$ cat config.mk
export PLATFORM = sky130hd
export DESIGN_NAME = crypto_fu_issue_arbiter
export DESIGN_NICKNAME = d
export VERILOG_FILES = /design/src/rtl/crypto_instr_pkg.sv /design/src/rtl/crypto_res_fifo.sv /design/src/rtl/crypto_fu_issue_arbiter.sv
export SDC_FILE = /design/constraint.sdc
export NUM_CORES = 1
export LEC_CHECK = 0
export ABC_AREA = 1
export CAP_MARGIN = 20
export CELL_PAD_IN_SITES_DETAIL_PLACEMENT = 1
export CELL_PAD_IN_SITES_GLOBAL_PLACEMENT = 1
export CORE_ASPECT_RATIO = 0.7
export CORE_MARGIN = 2
export CORE_UTILIZATION = 35
export DETAILED_ROUTE_END_ITERATION = 8
export PLACE_DENSITY_LB_ADDON = 0.1
export SYNTH_ARGS = -nofsm -noshare
export SYNTH_HDL_FRONTEND = slang
export SYNTH_HIERARCHICAL = 1
export SYNTH_SLANG_ARGS = --single-unit
$ cat constraint.sdc
create_clock -name clk_i -period 4.4 [get_ports clk_i]
set_clock_uncertainty 0.05 [all_clocks]
set_input_delay 0.66 -clock clk_i [delete_from_list [all_inputs] [get_ports clk_i]]
set_output_delay 0.66 -clock clk_i [all_outputs]
set_load 0.1 [all_outputs]
$ cat src/rtl/crypto_instr_pkg.sv
// Crypto scalar opcode set shared by the issue arbiter and the crypto scalar FU.
package crypto_instr_pkg;

  typedef enum logic [3:0] {
    OP_ANDN   = 4'h0,
    OP_ORN    = 4'h1,
    OP_XNOR   = 4'h2,
    OP_PACK   = 4'h3,
    OP_PACKH  = 4'h4,
    OP_BREV8  = 4'h5,
    OP_REV8   = 4'h6,
    OP_ZIP    = 4'h7,
    OP_UNZIP  = 4'h8,
    OP_CLMUL  = 4'h9,
    OP_CLMULH = 4'hA,
    OP_XPERM4 = 4'hB,
    OP_XPERM8 = 4'hC,
    OP_IDLE   = 4'hF
  } opcode_t;

  // The FU does not decode this value, so it lands in its default (no result) branch.
  localparam opcode_t IdleOpcode = OP_IDLE;

  function automatic int unsigned idx_width(input int unsigned n);
    return (n > 1) ? $clog2(n) : 1;
  endfunction

endpackage

$ cat src/rtl/crypto_res_fifo.sv
// Synchronous result FIFO with flush; Depth must be a power of two so the pointers
// wrap by plain overflow.
module crypto_res_fifo #(
  parameter type          entry_t = logic,
  parameter int unsigned  Depth   = 4,
  localparam int unsigned PtrW    = $clog2(Depth),
  localparam int unsigned CntW    = $clog2(Depth) + 1
) (
  input  logic            clk_i,
  input  logic            rst_ni,
  input  logic            flush_i,
  input  logic            push_i,
  input  entry_t          data_i,
  input  logic            pop_i,
  output entry_t          data_o,
  output logic [CntW-1:0] count_o,
  output logic            full_o,
  output logic            empty_o
);

  entry_t          mem_q [Depth];
  entry_t          mem_d [Depth];
  logic [PtrW-1:0] wr_ptr_q, wr_ptr_d;
  logic [PtrW-1:0] rd_ptr_q, rd_ptr_d;
  logic [CntW-1:0] count_q, count_d;
  logic            do_push, do_pop;

  assign full_o  = (count_q == CntW'(Depth));
  assign empty_o = (count_q == '0);
  assign count_o = count_q;
  assign data_o  = mem_q[rd_ptr_q];
  // A push into a full FIFO is only accepted alongside a pop of the head.
  assign do_push = push_i && (!full_o || pop_i);
  assign do_pop  = pop_i && !empty_o;

  always_comb begin
    // NOTE: every always_comb output gets a default first so no path can infer a latch.
    mem_d    = mem_q;
    wr_ptr_d = wr_ptr_q;
    rd_ptr_d = rd_ptr_q;
    count_d  = count_q;
    if (flush_i) begin
      wr_ptr_d = '0;
      rd_ptr_d = '0;
      count_d  = '0;
    end else begin
      if (do_push) begin
        mem_d[wr_ptr_q] = data_i;
        wr_ptr_d        = wr_ptr_q + PtrW'(1);
      end
      if (do_pop) begin
        rd_ptr_d = rd_ptr_q + PtrW'(1);
      end
      case ({do_push, do_pop})
        2'b10:   count_d = count_q + CntW'(1);
        2'b01:   count_d = count_q - CntW'(1);
        default: count_d = count_q;
      endcase
    end
  end

  always_ff @(posedge clk_i or negedge rst_ni) begin
    if (!rst_ni) begin
      // NOTE: storage is reset (unusual for a memory) so the head outputs read zero out of reset.
      mem_q    <= '{default: '0};
      wr_ptr_q <= '0;
      rd_ptr_q <= '0;
      count_q  <= '0;
    end else begin
      // NOTE: non-blocking assignments for all state so every flop samples pre-edge values.
      mem_q    <= mem_d;
      wr_ptr_q <= wr_ptr_d;
      rd_ptr_q <= rd_ptr_d;
      count_q  <= count_d;
    end
  end

endmodule

$ cat src/rtl/crypto_fu_issue_arbiter.sv
// Round-robin issue arbiter in front of the single-cycle crypto scalar FU, with
// credit-based admission into a local result FIFO tagged by requester index.
module crypto_fu_issue_arbiter
  import crypto_instr_pkg::*;
#(
  parameter int unsigned  NrReq       = 2,
  parameter int unsigned  XLEN        = 64,
  parameter int unsigned  ResDepth    = 4,
  parameter type          hartid_t    = logic,
  parameter type          id_t        = logic,
  parameter type          registers_t = logic,
  localparam int unsigned SrcW        = idx_width(NrReq)
) (
  input  logic             clk_i,
  input  logic             rst_ni,
  input  logic             flush_i,
  input  logic [NrReq-1:0] req_valid_i,
  output logic [NrReq-1:0] req_ready_o,
  input  opcode_t          req_opcode_i [NrReq],
  input  logic [31:0]      req_instr_i  [NrReq],
  input  logic [XLEN-1:0]  req_rs1_i    [NrReq],
  input  logic [XLEN-1:0]  req_rs2_i    [NrReq],
  input  hartid_t          req_hartid_i [NrReq],
  input  id_t              req_id_i     [NrReq],
  input  logic [4:0]       req_rd_i     [NrReq],
  output registers_t       fu_registers_o,
  output opcode_t          fu_opcode_o,
  output logic [31:0]      fu_instr_o,
  output hartid_t          fu_hartid_o,
  output id_t              fu_id_o,
  output logic [4:0]       fu_rd_o,
  input  logic [XLEN-1:0]  fu_result_i,
  input  hartid_t          fu_hartid_i,
  input  id_t              fu_id_i,
  input  logic [4:0]       fu_rd_i,
  input  logic             fu_valid_i,
  input  logic             fu_we_i,
  output logic             res_valid_o,
  input  logic             res_ready_i,
  output logic [XLEN-1:0]  res_result_o,
  output hartid_t          res_hartid_o,
  output id_t              res_id_o,
  output logic [4:0]       res_rd_o,
  output logic             res_we_o,
  output logic [SrcW-1:0]  res_src_o,
  output logic             busy_o
);

  localparam int unsigned CntW = $clog2(ResDepth) + 1;

  typedef struct packed {
    logic [XLEN-1:0] result;
    hartid_t         hartid;
    id_t             id;
    logic [4:0]      rd;
    logic            we;
    logic [SrcW-1:0] src;
  } crypto_res_entry_t;

  logic [SrcW-1:0]   rr_q, rr_d, src_q, src_d, winner;
  logic              inflight_q, inflight_d;
  logic              found, credit_ok, grant, push, pop;
  logic [CntW-1:0]   count;
  logic              fifo_full, fifo_empty;
  crypto_res_entry_t push_entry, head_entry;

  // One credit per queued entry plus one for the op currently inside the FU.
  assign credit_ok = ({1'b0, count} + (CntW+1)'(inflight_q)) < (CntW+1)'(ResDepth);
  // Reset is folded in so the grant is held off for as long as rst_ni is low.
  assign grant     = found && credit_ok && !flush_i && rst_ni;

  // Two passes implement the wrap: first rr_q..NrReq-1, then 0..rr_q-1.
  always_comb begin
    found  = 1'b0;
    winner = '0;
    for (int i = 0; i < NrReq; i++) begin
      if (!found && req_valid_i[i] && (SrcW'(i) >= rr_q)) begin
        found  = 1'b1;
        winner = SrcW'(i);
      end
    end
    for (int i = 0; i < NrReq; i++) begin
      if (!found && req_valid_i[i] && (SrcW'(i) < rr_q)) begin
        found  = 1'b1;
        winner = SrcW'(i);
      end
    end
  end

  always_comb begin
    req_ready_o    = '0;
    fu_registers_o = '0;
    fu_opcode_o    = IdleOpcode;
    fu_instr_o     = '0;
    fu_hartid_o    = '0;
    fu_id_o        = '0;
    fu_rd_o        = '0;
    if (grant) begin
      req_ready_o[winner] = 1'b1;
      fu_registers_o      = registers_t'({req_rs2_i[winner], req_rs1_i[winner]});
      fu_opcode_o         = req_opcode_i[winner];
      fu_instr_o          = req_instr_i[winner];
      fu_hartid_o         = req_hartid_i[winner];
      fu_id_o             = req_id_i[winner];
      fu_rd_o             = req_rd_i[winner];
    end
  end

  always_comb begin
    rr_d       = rr_q;
    src_d      = src_q;
    inflight_d = grant;
    if (grant) begin
      src_d = winner;
      rr_d  = (winner == SrcW'(NrReq - 1)) ? '0 : winner + SrcW'(1);
    end
  end

  always_ff @(posedge clk_i or negedge rst_ni) begin
    if (!rst_ni) begin
      rr_q       <= '0;
      src_q      <= '0;
      inflight_q <= 1'b0;
    end else begin
      rr_q       <= rr_d;
      src_q      <= src_d;
      inflight_q <= inflight_d;
    end
  end

  // A valid without a matching in-flight credit is a stray and is dropped.
  assign push       = fu_valid_i && inflight_q && !flush_i;
  assign pop        = res_valid_o && res_ready_i;
  assign push_entry = '{result: fu_result_i, hartid: fu_hartid_i, id: fu_id_i,
                        rd: fu_rd_i, we: fu_we_i, src: src_q};

  crypto_res_fifo #(
    .entry_t (crypto_res_entry_t),
    .Depth   (ResDepth)
  ) u_res_fifo (
    .clk_i   (clk_i),
    .rst_ni  (rst_ni),
    .flush_i (flush_i),
    .push_i  (push),
    .data_i  (push_entry),
    .pop_i   (pop),
    .data_o  (head_entry),
    .count_o (count),
    .full_o  (fifo_full),
    .empty_o (fifo_empty)
  );

  no_overflow_a : assert property (@(posedge clk_i) disable iff (!rst_ni)
                                   !(fifo_full && push && !pop));

  assign res_valid_o  = !fifo_empty;
  assign res_result_o = head_entry.result;
  assign res_hartid_o = head_entry.hartid;
  assign res_id_o     = head_entry.id;
  assign res_rd_o     = head_entry.rd;
  assign res_we_o     = head_entry.we;
  assign res_src_o    = head_entry.src;
  assign busy_o       = inflight_q || !fifo_empty;

endmodule

==> results by group, run 1 <==
Power
  – Reg power frac: 25.3%
  – VDD IR max: 544.7 µV
  – P_int: 6.208 mW
  – Sw Pwr: 6.727 mW
  – Leak pwr: 10.38 nW
  – Clk network pwr share: 22.1%
  – Net Sw Frac: 52.01%
  – PwrDens: 660.9 mW/mm²
  – Gate power share: 52.5%

Logic synthesis
  – Syn nets: 2,425
  – Ys Warns: 6
  – Mean post-synth cell area: 7.579 µm²
  – Gate Count Post-Synth: 1,999
  – Mapped Area: 0.01515 mm²

GRT
  – Initial antenna violation count: 4
  – GR Overflow Total: 0
  – Vias in the first global route: 15,410
  – Total track usage: 25.51%
  – Largest net degree at the start of global routing: 148
  – Global-route wire length before repair: 89,770 µm

Clock network
  – Clock Path Buffers: 3
  – Clk slew on worst S/H paths: 0.05 ns
  – CTS root buffer: clkbuf_16
  – H-tree levels: 2
  – Total CTS buffers: 35
  – Post-CTS setup buffers: 0
  – Clk sinks: 302
  – Number of hold buffers added after cts: 1
  – CTS tree: built
  – Clk_lat worst skew: 0.51 ns
  – # resized after CTS: 0

Die
  – Die Wd: 252.7 µm
  – FP Rows: 63
  – Ports: 542
  – Initial core utilization: 35.66%
  – DIE HEIGHT: 178.1 µm
  – Die ar.: 0.04500 mm²
  – Core area: 0.04249 mm²

Routing
  – DRT antenna net count: 0
  – Vias per inst: 5.283
  – Final WL: 56,870 µm
  – Vias: 14,640
  – DRT iter0 DRCs: 856
  – WL/cell: 20.52 µm
  – DRC: 0
  – DRT Pass-1 Iters: 4

Timing
  – Worst Max-Slew Pin Slew: 0.9880 ns
  – Period utilization: 82.31%
  – Final setup violation count: 0
  – Max-slew violation count: 0
  – Unrepaired setup endpoints after global routing: no
  – Fin. Hold Viols: 0
  – Peak Freq: 0.2761 GHz
  – Final min period: 3.622 ns
  – Hold Worst Slack: 0.4232 ns
  – Max_slew headroom: 34.13%
  – Setup TNS: 0 ns

Worst setup path
  – Worst Setup Start Kind: input pin
  – Critical Path Sink Type: primary output
  – Critical path peak fanout: 45
  – Worst Reg2Reg Path Length in Cells: 11
  – CP Class: in2out
  – WP data arrival: 2.91 ns
  – Worst r2r src: u_res_fifo/count_o[2]$_DFFE_PN0P_
  – R2r endpoint: u_res_fifo/mem_q[18]$_DFFE_PN0P_
  – Critical path required time: 3.69 ns
  – Flop2flop setup slack: 1.40 ns

Cells and area
  – Layout cell share with drive strength beyond 1: 10.00%
  – Post-Layout Cell Count: 2,772
  – Nets@finish: 2,623
  – Syn-to-layout area delta: 29.17%

Min path
  – Min-Delay Path Class: reg2reg
  – Hold path cells: 2
  – Hold Path End: u_res_fifo/mem_q[214]$_DFFE_PN0P_
  – HP Start: u_res_fifo/mem_q[214]$_DFFE_PN0P_

Placement
  – Routability Congestion: 0.8032
  – HPWL after DPL: 33,920 µm
  – I/O Buffers: 287
  – Placed Cells: 2,710

Run status
  – Status: finished clean

Run
  – Maxcap violations: 0
-- layout make-up --
cell class	count	area, µm²
diodes	1	2.502
clock inverters	5	57.56
clock buffers	54	1047
well taps	552	690.7
fillers	5119	22920
multi-input cells	1474	6485
repair buffers	318	3473
flip-flops and latches	302	7562
inverters	66	251.5
-- power by group through the flow --
| stage | sequential, mW | combinational (mW) | clock, mW |
|---|---|---|---|
| 6_report | 3.28 | 6.80 | 2.86 |
| 5_1_grt | 3.31 | 7.13 | 3.06 |
| 4_1_cts | 3.27 | 6.83 | 2.94 |
| 3_5_place_dp | 3.32 | 6.82 | 0 |
| 3_3_place_gp | 3.31 | 6.77 | 0 |
| 2_1_floorplan | 3.27 | 5.02 | 0 |
-- state kept, by name, indices dropped and copies added (netlist names) --
signal,cells
u_res_fifo/rd_ptr_q,2
u_res_fifo/mem_q,292
u_res_fifo/wr_ptr_q,2
u_res_fifo/count_o,3
inflight_q,1
rr_q,1
src_q,1
-- stage by stage --
step	util, %	cell area, µm²	power [mW]	setup slack [ns]
after global routing	46.06	19570	13.50	0.6345
after global placement	43.37	18430	10.08	1.038
after floorplan	-	15150	8.293	1.085
final	46.06	19570	12.93	0.7784
after detailed placement	43.37	18430	10.14	1.013
after CTS	45.99	19540	13.05	0.7218
-- metal layers --
metal / GRT usage, % / vias to the layer above / routed length (µm)
li1: - / 6911 / -
met4: 5.819 / 6 / 1088
met1: 34.80 / 7351 / 26710
met5: 0 / - / 34
met3: 5.647 / 68 / 3180
met2: 41.46 / 308 / 25850
-- critical path: stages --
cell and delay (ns):
dlygate4sd3_1 0.57, buf_8 0.32, nand3_2 0.19, nor2_8 0.52, nand2_1 0.27, inv_1 0.17, buf_12 0.18
-- worst max path at each step --
| stage | start | endpoint | slack [ns] | cells past startpoint |
|---|---|---|---|---|
| floorplan | u_res_fifo/rd_ptr_q[0]$_DFFE_PN0P_ | res_result_o[53] | 1.08 | 6 |
| CTS | rst_ni | fu_instr_o[31] | 0.72 | 7 |
| global placement | flush_i | u_res_fifo/mem_q[47]$_DFFE_PN0P_ | 1.04 | 7 |
| detailed placement | flush_i | fu_instr_o[31] | 1.01 | 7 |
| finish | rst_ni | fu_instr_o[31] | 0.78 | 7 |
| global route | rst_ni | fu_instr_o[31] | 0.63 | 7 |
-- placed cells by master (no fill, tap or decap), types with 2 or more instances in the layout --
| master | instances |
|---|---|
| clkdlybuf4s50_1 | 167 |
| nand3_2 | 2 |
| nor2_4 | 4 |
| o21ai_1 | 258 |
| o22ai_1 | 73 |
| ha_1 | 4 |
| nand3_1 | 55 |
| buf_12 | 51 |
| nand2_1 | 730 |
| nand4_1 | 3 |
| inv_2 | 7 |
| clkbuf_1 | 9 |
| clkinv_2 | 3 |
| o21ai_0 | 184 |
| nor2_1 | 151 |
| clkbuf_16 | 35 |
| clkbuf_8 | 10 |
| inv_1 | 57 |
| dfrtp_1 | 300 |
| a21oi_1 | 3 |
| buf_4 | 97 |
Note: power is estimated with default switching activity, not from simulation.
==> inputs of run 2 (changes only) <==
CORE_UTILIZATION = 32   (was 35)
clock period = 3.47 ns   (was 4.4 ns; I/O delays follow)
==> run 2 against run 1 <==
  * Register-to-register slack got worse by 0.62 ns
  * Sequential power rose by 27%
  * Highest routed layer unchanged
  * Power rose by 37%
  * Cell area rose by 4.9%
  * Non-clock buffer count rose by 19
  * Critical path depth fell by 2
  * Wire length rose by 0.79%
  * Sequential cell count did not move
  * Critical path type is now reg2out
  * Count of clock-buffer cells in the layout rose by 1
==> results by group, run 2 (synthesized netlist as in run 1, its figures left out) <==
Routing
  – DRT iter0 DRCs: 906 (+5.8%)
  – DRC: 0 (unchanged)
  – DRT antenna net count: 0 (unchanged)
  – Vias: 14,560 (-0.61%)
  – WL/cell: 20.11 µm (-2.0%)
  – Final WL: 57,320 µm (+0.79%)
  – DRT Pass-1 Iters: 5 (+1)
  – Vias per inst: 5.107 (-3.3%)

GRT
  – Grt peak-use layer: met2
  – Largest net degree at the start of global routing: 150 (+1.4%)
  – GR Util met2: 38.57% (-2.9 points)
  – Global-route wire length before repair: 89,250 µm (-0.58%)
  – GR Overflow Total: 0 (unchanged)
  – Total track usage: 23.23% (-2.3 points)
  – Initial antenna violation count: 5 (+1)
  – Met1 GRT Util: 30.82% (-4.0 points)
  – Vias in the first global route: 15,380 (-0.19%)
  – Met3 Usage GRT: 5.702% (+0.055 points)

Worst setup path
  – CP delay by family, top: buffers and inverters
  – Critical Path Sink Type: primary output
  – Largest stage delay, worst path: 0.62 ns (+0.05 ns)
  – CP Class: reg2out
  – Critical path peak fanout: 33 (-27%)
  – Slowest-stage cell, CP: dfrtp_2
  – WP data arrival: 2.54 ns (-0.37 ns)
  – Worst Setup Start Kind: register
  – WP depth: 5 (-2)
  – Critical path required time: 2.90 ns (-0.79 ns)
  – Worst Reg2Reg Path Length in Cells: 10 (-1)
  – Crit path cell chain: inv_2, buf_4, o21ai_0, o22ai_1, buf_12
  – Flop2flop setup slack: 0.78 ns (-0.62 ns)
  – WP buf/inv: 3 (-1)

Cells and area
  – Top reg by flops: u_res_fifo/mem_q
  – Nets@finish: 2,642 (+0.72%)
  – Most frequent cells in the layout: 730 x nand2_1, 300 x dfrtp_1, 258 x o21ai_1
  – Layout cell share with drive strength beyond 1: 10.73% (+0.72 points)
  – Max FFs per register: 292 (unchanged)
  – Design area: 0.02052 mm² (+4.9%)
  – Syn-to-layout area delta: 35.46%
  – Filler instances: 5,531 (+8.0%)
  – Most common cell after layout, fill and taps aside: nand2_1

Clock network
  – Clk slew on worst S/H paths: 0.06 ns (about the same)
  – Clk sinks: 302 (unchanged)
  – CTS root buffer: clkbuf_16
  – Clk_lat worst skew: 0.50 ns (about the same)
  – H-tree levels: 2 (unchanged)
  – Clock Path Buffers: 3 (unchanged)
  – # resized after CTS: 0 (unchanged)
  – Total CTS buffers: 35 (unchanged)
  – CTS tree: built

Timing
  – Final min period: 3.115 ns
  – Peak Freq: 0.3211 GHz
  – Max-slew violation count: 0 (unchanged)
  – Unrepaired setup endpoints after global routing: no
  – Max_slew headroom: 35.38% (+1.3 points)
  – Final WS setup: 0.3554 ns (-0.4230 ns)
  – Period utilization: 89.76%
  – Final setup violation count: 0 (unchanged)
  – Fin. Hold Viols: 0 (unchanged)
  – Setup TNS: 0 ns (unchanged)
  – Hold Worst Slack: 0.4017 ns (-0.02153 ns)
  – Worst Max-Slew Pin Slew: 0.9692 ns (-0.01875 ns)

Die
  – Core area: 0.04657 mm² (+9.6%)
  – DIE HEIGHT: 186.1 µm (+4.5%)
  – Initial core utilization: 32.53% (-3.1 points)
  – Die ar.: 0.04913 mm² (+9.2%)
  – FP Rows: 66 (+4.8%)
  – Die Wd: 264.1 µm (+4.5%)
  – Ports: 542 (unchanged)

Power
  – VDD IR max: 561.8 µV (+3.1%)
  – PwrDens: 863.1 mW/mm² (+31%)
  – Overall power: 17.71 mW (+37%)
  – Leak pwr: 10.70 nW (+3.1%)

Placement
  – HPWL after DPL: 35,200 µm (+3.8%)
  – Routability Congestion: 0.8246 (+2.7%)
  – I/O Buffers: 287 (unchanged)
  – Post-DP Area: 0.01938 mm² (+5.2%)
  – Worst slack at placement: 0.5870 ns (-0.4260 ns)

Min path
  – Min-Delay Path Class: in2async

Run status
  – Status: finished clean

Run
  – Maxcap violations: 0 (unchanged)
## run 2: stage by stage
stage / instances / util, %
floorplan: 1999 / -
global placement: 2790 / 41.62
detailed placement: 2790 / 41.62
CTS: 2849 / 44.06
global route: 2849 / 44.06
finish: 2850 / 44.07
## run 2: cell type report
type | count | area (µm²) | share of cell area [%]
tap | 612 | 765.7 | 3.731
clock buffer | 55 | 1064 | 5.182
inverter | 66 | 250.2 | 1.219
timing repair buffer | 337 | 4329 | 21.09
clock inverter | 3 | 65.06 | 0.3170
multi-input combinational | 1474 | 6485 | 31.60
sequential | 302 | 7562 | 36.85
antenna | 1 | 2.502 | 0.01219
## run 2: power by group
part,internal (mW),switching [mW],leakage (nW)
sequential,3.93,0.255,4.13
combinational,2.81,7.00,6.02
clock,2.24,1.48,0.551
## run 2: timing repair
action                                  CTS  global route
endpoints found under the hold margin    11             0
hold buffers                              1             0
endpoints found under the setup margin    0             0
buffers inserted                          0             0
## run 2: final timing paths
kind,from,end
setup / recovery,u_res_fifo/rd_ptr_q[1]$_DFFE_PN0P_,res_result_o[2]
hold / removal,rst_ni,u_res_fifo/mem_q[83]$_DFFE_PN0P_
setup reg to reg,u_res_fifo/count_o[0]$_DFFE_PN0P_,u_res_fifo/mem_q[256]$_DFFE_PN0P_
hold reg to reg,u_res_fifo/mem_q[133]$_DFFE_PN0P_,u_res_fifo/mem_q[133]$_DFFE_PN0P_
max in group asynchronous,rst_ni,u_res_fifo/mem_q[7]$_DFFE_PN0P_
min in group clk_i,u_res_fifo/mem_q[133]$_DFFE_PN0P_,u_res_fifo/mem_q[133]$_DFFE_PN0P_
## run 2: metal layers
layer / up-vias / wire length [µm]
met1: 7242 / 26540
met2: 300 / 26560
met3: 67 / 3212
li1: 6938 / -
met4: 8 / 960
met5: - / 50
==> inputs of run 3 (changes only) <==
CORE_MARGIN = 5   (was 2)
==> run 3 against run 2 <==
  * Count of clock-buffer cells in the layout grew 1
  * Critical path depth shrank 1
  * Clock power is 5% higher
  * Register-to-register slack lost 0.24 ns
  * Wire length up 2.3%
  * Highest routed layer unchanged
  * First-iteration DRC count shrank 14%
  * Largest power group unchanged
  * Sequential power barely moved
  * Die area rose by 5.6%
  * Critical path type unchanged
==> results by group, run 3 (synthesized netlist as in run 1, its figures left out) <==
Run status
  – Status: finished clean

Placement
  – HPWL after DPL: 36,390 µm (+3.4%)
  – Routability Congestion: 0.8053 (-2.3%)
  – I/O Buffers: 287 (unchanged)
  – Post-DP Area: 0.01958 mm² (+1.0%)

Routing
  – DRT antenna net count: 0 (unchanged)
  – Final WL: 58,620 µm (+2.3%)
  – WL/cell: 20.60 µm (+2.4%)
  – DRC: 0 (unchanged)
  – DRT Pass-1 Iters: 4 (-1)
  – DRT iter0 DRCs: 783 (-14%)
  – Vias: 14,470 (-0.58%)
  – Vias per inst: 5.084 (-0.44%)

Cells and area
  – Nets@finish: 2,634 (-0.30%)
  – Syn-to-layout area delta: 37.41%
  – Most common cell after layout, fill and taps aside: nand2_1
  – Layout cell share with drive strength beyond 1: 10.70% (-0.026 points)
  – Design area: 0.02082 mm² (+1.4%)
  – Max FFs per register: 292 (unchanged)
  – Most frequent cells in the layout: 730 x nand2_1, 300 x dfrtp_1, 258 x o21ai_1
  – Filler instances: 5,474 (-1.0%)
  – Top reg by flops: u_res_fifo/mem_q

Worst setup path
  – Critical Path Sink Type: primary output
  – WP data arrival: 2.71 ns (+0.17 ns)
  – Crit path cell chain: buf_4, o21ai_0, o22ai_1, buf_12
  – Critical path peak fanout: 69 (+110%)
  – CP Class: reg2out
  – Worst Setup Start Kind: register
  – WP buf/inv: 2 (-1)
  – Critical path required time: 2.90 ns (about the same)
  – Slowest-stage cell, CP: buf_4
  – Largest stage delay, worst path: 0.68 ns (+0.06 ns)
  – CP delay by family, top: buffers and inverters

Die
  – Die ar.: 0.05187 mm² (+5.6%)
  – Ports: 542 (unchanged)
  – Die Wd: 270.1 µm (+2.3%)
  – Core area: 0.04666 mm² (+0.18%)
  – FP Rows: 66 (unchanged)
  – DIE HEIGHT: 192.1 µm (+3.2%)
  – Initial core utilization: 32.47% (-0.058 points)

Timing
  – Peak Freq: 0.3052 GHz (-4.9%)
  – Final setup violation count: 0 (unchanged)
  – Period utilization: 94.43% (+4.7 points)
  – Setup TNS: 0 ns (unchanged)
  – Max-slew violation count: 0 (unchanged)
  – Final min period: 3.277 ns (+0.1620 ns)
  – Fin. Hold Viols: 0 (unchanged)
  – Worst Max-Slew Pin Slew: 0.8401 ns (-0.1291 ns)
  – Max_slew headroom: 43.99% (+8.6 points)
  – Unrepaired setup endpoints after global routing: no

Power
  – VDD IR max: 551.3 µV (-1.9%)
  – Sw Pwr: 8.927 mW (+2.2%)
  – P_int: 9.524 mW (+6.1%)
  – Net Sw Frac: 48.38% (-0.94 points)
  – Leak pwr: 10.78 nW (+0.73%)
  – Gate power share: 56.1% (+0.7 points)
  – PwrDens: 886.3 mW/mm² (+2.7%)
  – Clk network pwr share: 21.3% (+0.3 points)
  – Reg power frac: 22.6% (-1.0 points)

Clock network
  – CTS tree: built
  – Number of hold buffers added after cts: 1 (unchanged)
  – Post-CTS setup buffers: 0 (unchanged)
  – Clk_lat worst skew: 0.51 ns (about the same)
  – Clk slew on worst S/H paths: 0.06 ns (about the same)
  – H-tree levels: 2 (unchanged)
  – Clock Path Buffers: 3 (unchanged)
  – Clk sinks: 302 (unchanged)
  – CTS root buffer: clkbuf_16
  – # resized after CTS: 0 (unchanged)
  – Total CTS buffers: 36 (+2.9%)

Min path
  – Min-Delay Path Class: in2async

Run
  – Maxcap violations: 0 (unchanged)

GRT
  – Initial antenna violation count: 5 (unchanged)
  – Vias in the first global route: 15,760 (+2.5%)
  – Total track usage: 22.36% (-0.87 points)
  – Largest net degree at the start of global routing: 111 (-26%)
  – Global-route wire length before repair: 92,390 µm (+3.5%)
  – GR Overflow Total: 0 (unchanged)
[run 3: stage by stage]
step	util (%)	total power [mW]	setup slack (ns)	std cells	hold slack (ns)
global route	44.62	19.25	0.08353	2846	0.3934
global placement	41.97	14.58	0.5004	2781	0.3352
detailed placement	41.97	14.64	0.4568	2781	0.3350
finish	44.62	18.45	0.1934	2846	0.3848
floorplan	-	10.52	0.2940	1999	0.1749
CTS	44.62	18.65	0.1970	2845	0.3678
[run 3: final cells by class]
cell class	instances	area [µm²]	share of cell area [%]
inverters	66	255.2	1.226
flip-flops and latches	302	7562	36.32
multi-input cells	1474	6485	31.15
clock buffers	56	1119	5.373
repair buffers	328	4524	21.73
clock inverters	7	105.1	0.5048
diodes	1	2.502	0.01202
well taps	612	765.7	3.678
[run 3: worst reg2reg max path, cell delays in order (launching register included)]
cell and delay, ns:
dfrtp_1 0.42, nor2_1 0.24, nand2_1 0.16, inv_1 0.11
nor2_1 0.09, inv_1 0.10, nand3_2 0.15, nand3_4 0.23
buf_4 0.54, buf_4 0.57, o21ai_1 0.13, nand2_1 0.09
[run 3: path summary, 6_finish.rpt]
kind / startpoint / to / slack [ns] / depth (start not counted)
setup / recovery: u_res_fifo/rd_ptr_q[0]$_DFFE_PN0P_ / res_result_o[58] / 0.19 / 4
hold / removal: rst_ni / u_res_fifo/mem_q[19]$_DFFE_PN0P_ / 0.38 / 2
setup reg to reg: u_res_fifo/count_o[1]$_DFFE_PN0P_ / u_res_fifo/mem_q[149]$_DFFE_PN0P_ / 0.54 / 11
hold reg to reg: u_res_fifo/mem_q[194]$_DFFE_PN0P_ / u_res_fifo/mem_q[194]$_DFFE_PN0P_ / 0.42 / 2
max in group asynchronous: rst_ni / u_res_fifo/mem_q[273]$_DFFE_PN0P_ / 1.22 / 4
min in group clk_i: u_res_fifo/mem_q[194]$_DFFE_PN0P_ / u_res_fifo/mem_q[194]$_DFFE_PN0P_ / 0.42 / 2
[run 3: per-layer routing]
layer	global-route usage (%)	wire length, µm
met1	30.91	27860
met2	36.03	26430
met3	5.844	3528
met4	3.938	746
met5	0	55
[run 3: power groups by stage]
stage                     clock network (mW)  logic (mW)  registers, mW
final                                   3.92        10.4           4.17
after global routing                    4.19        10.8           4.22
after CTS                               4.04        10.4           4.17
after detailed placement                   0        10.4           4.23
after global placement                     0        10.4           4.21
after floorplan                            0        6.37           4.14
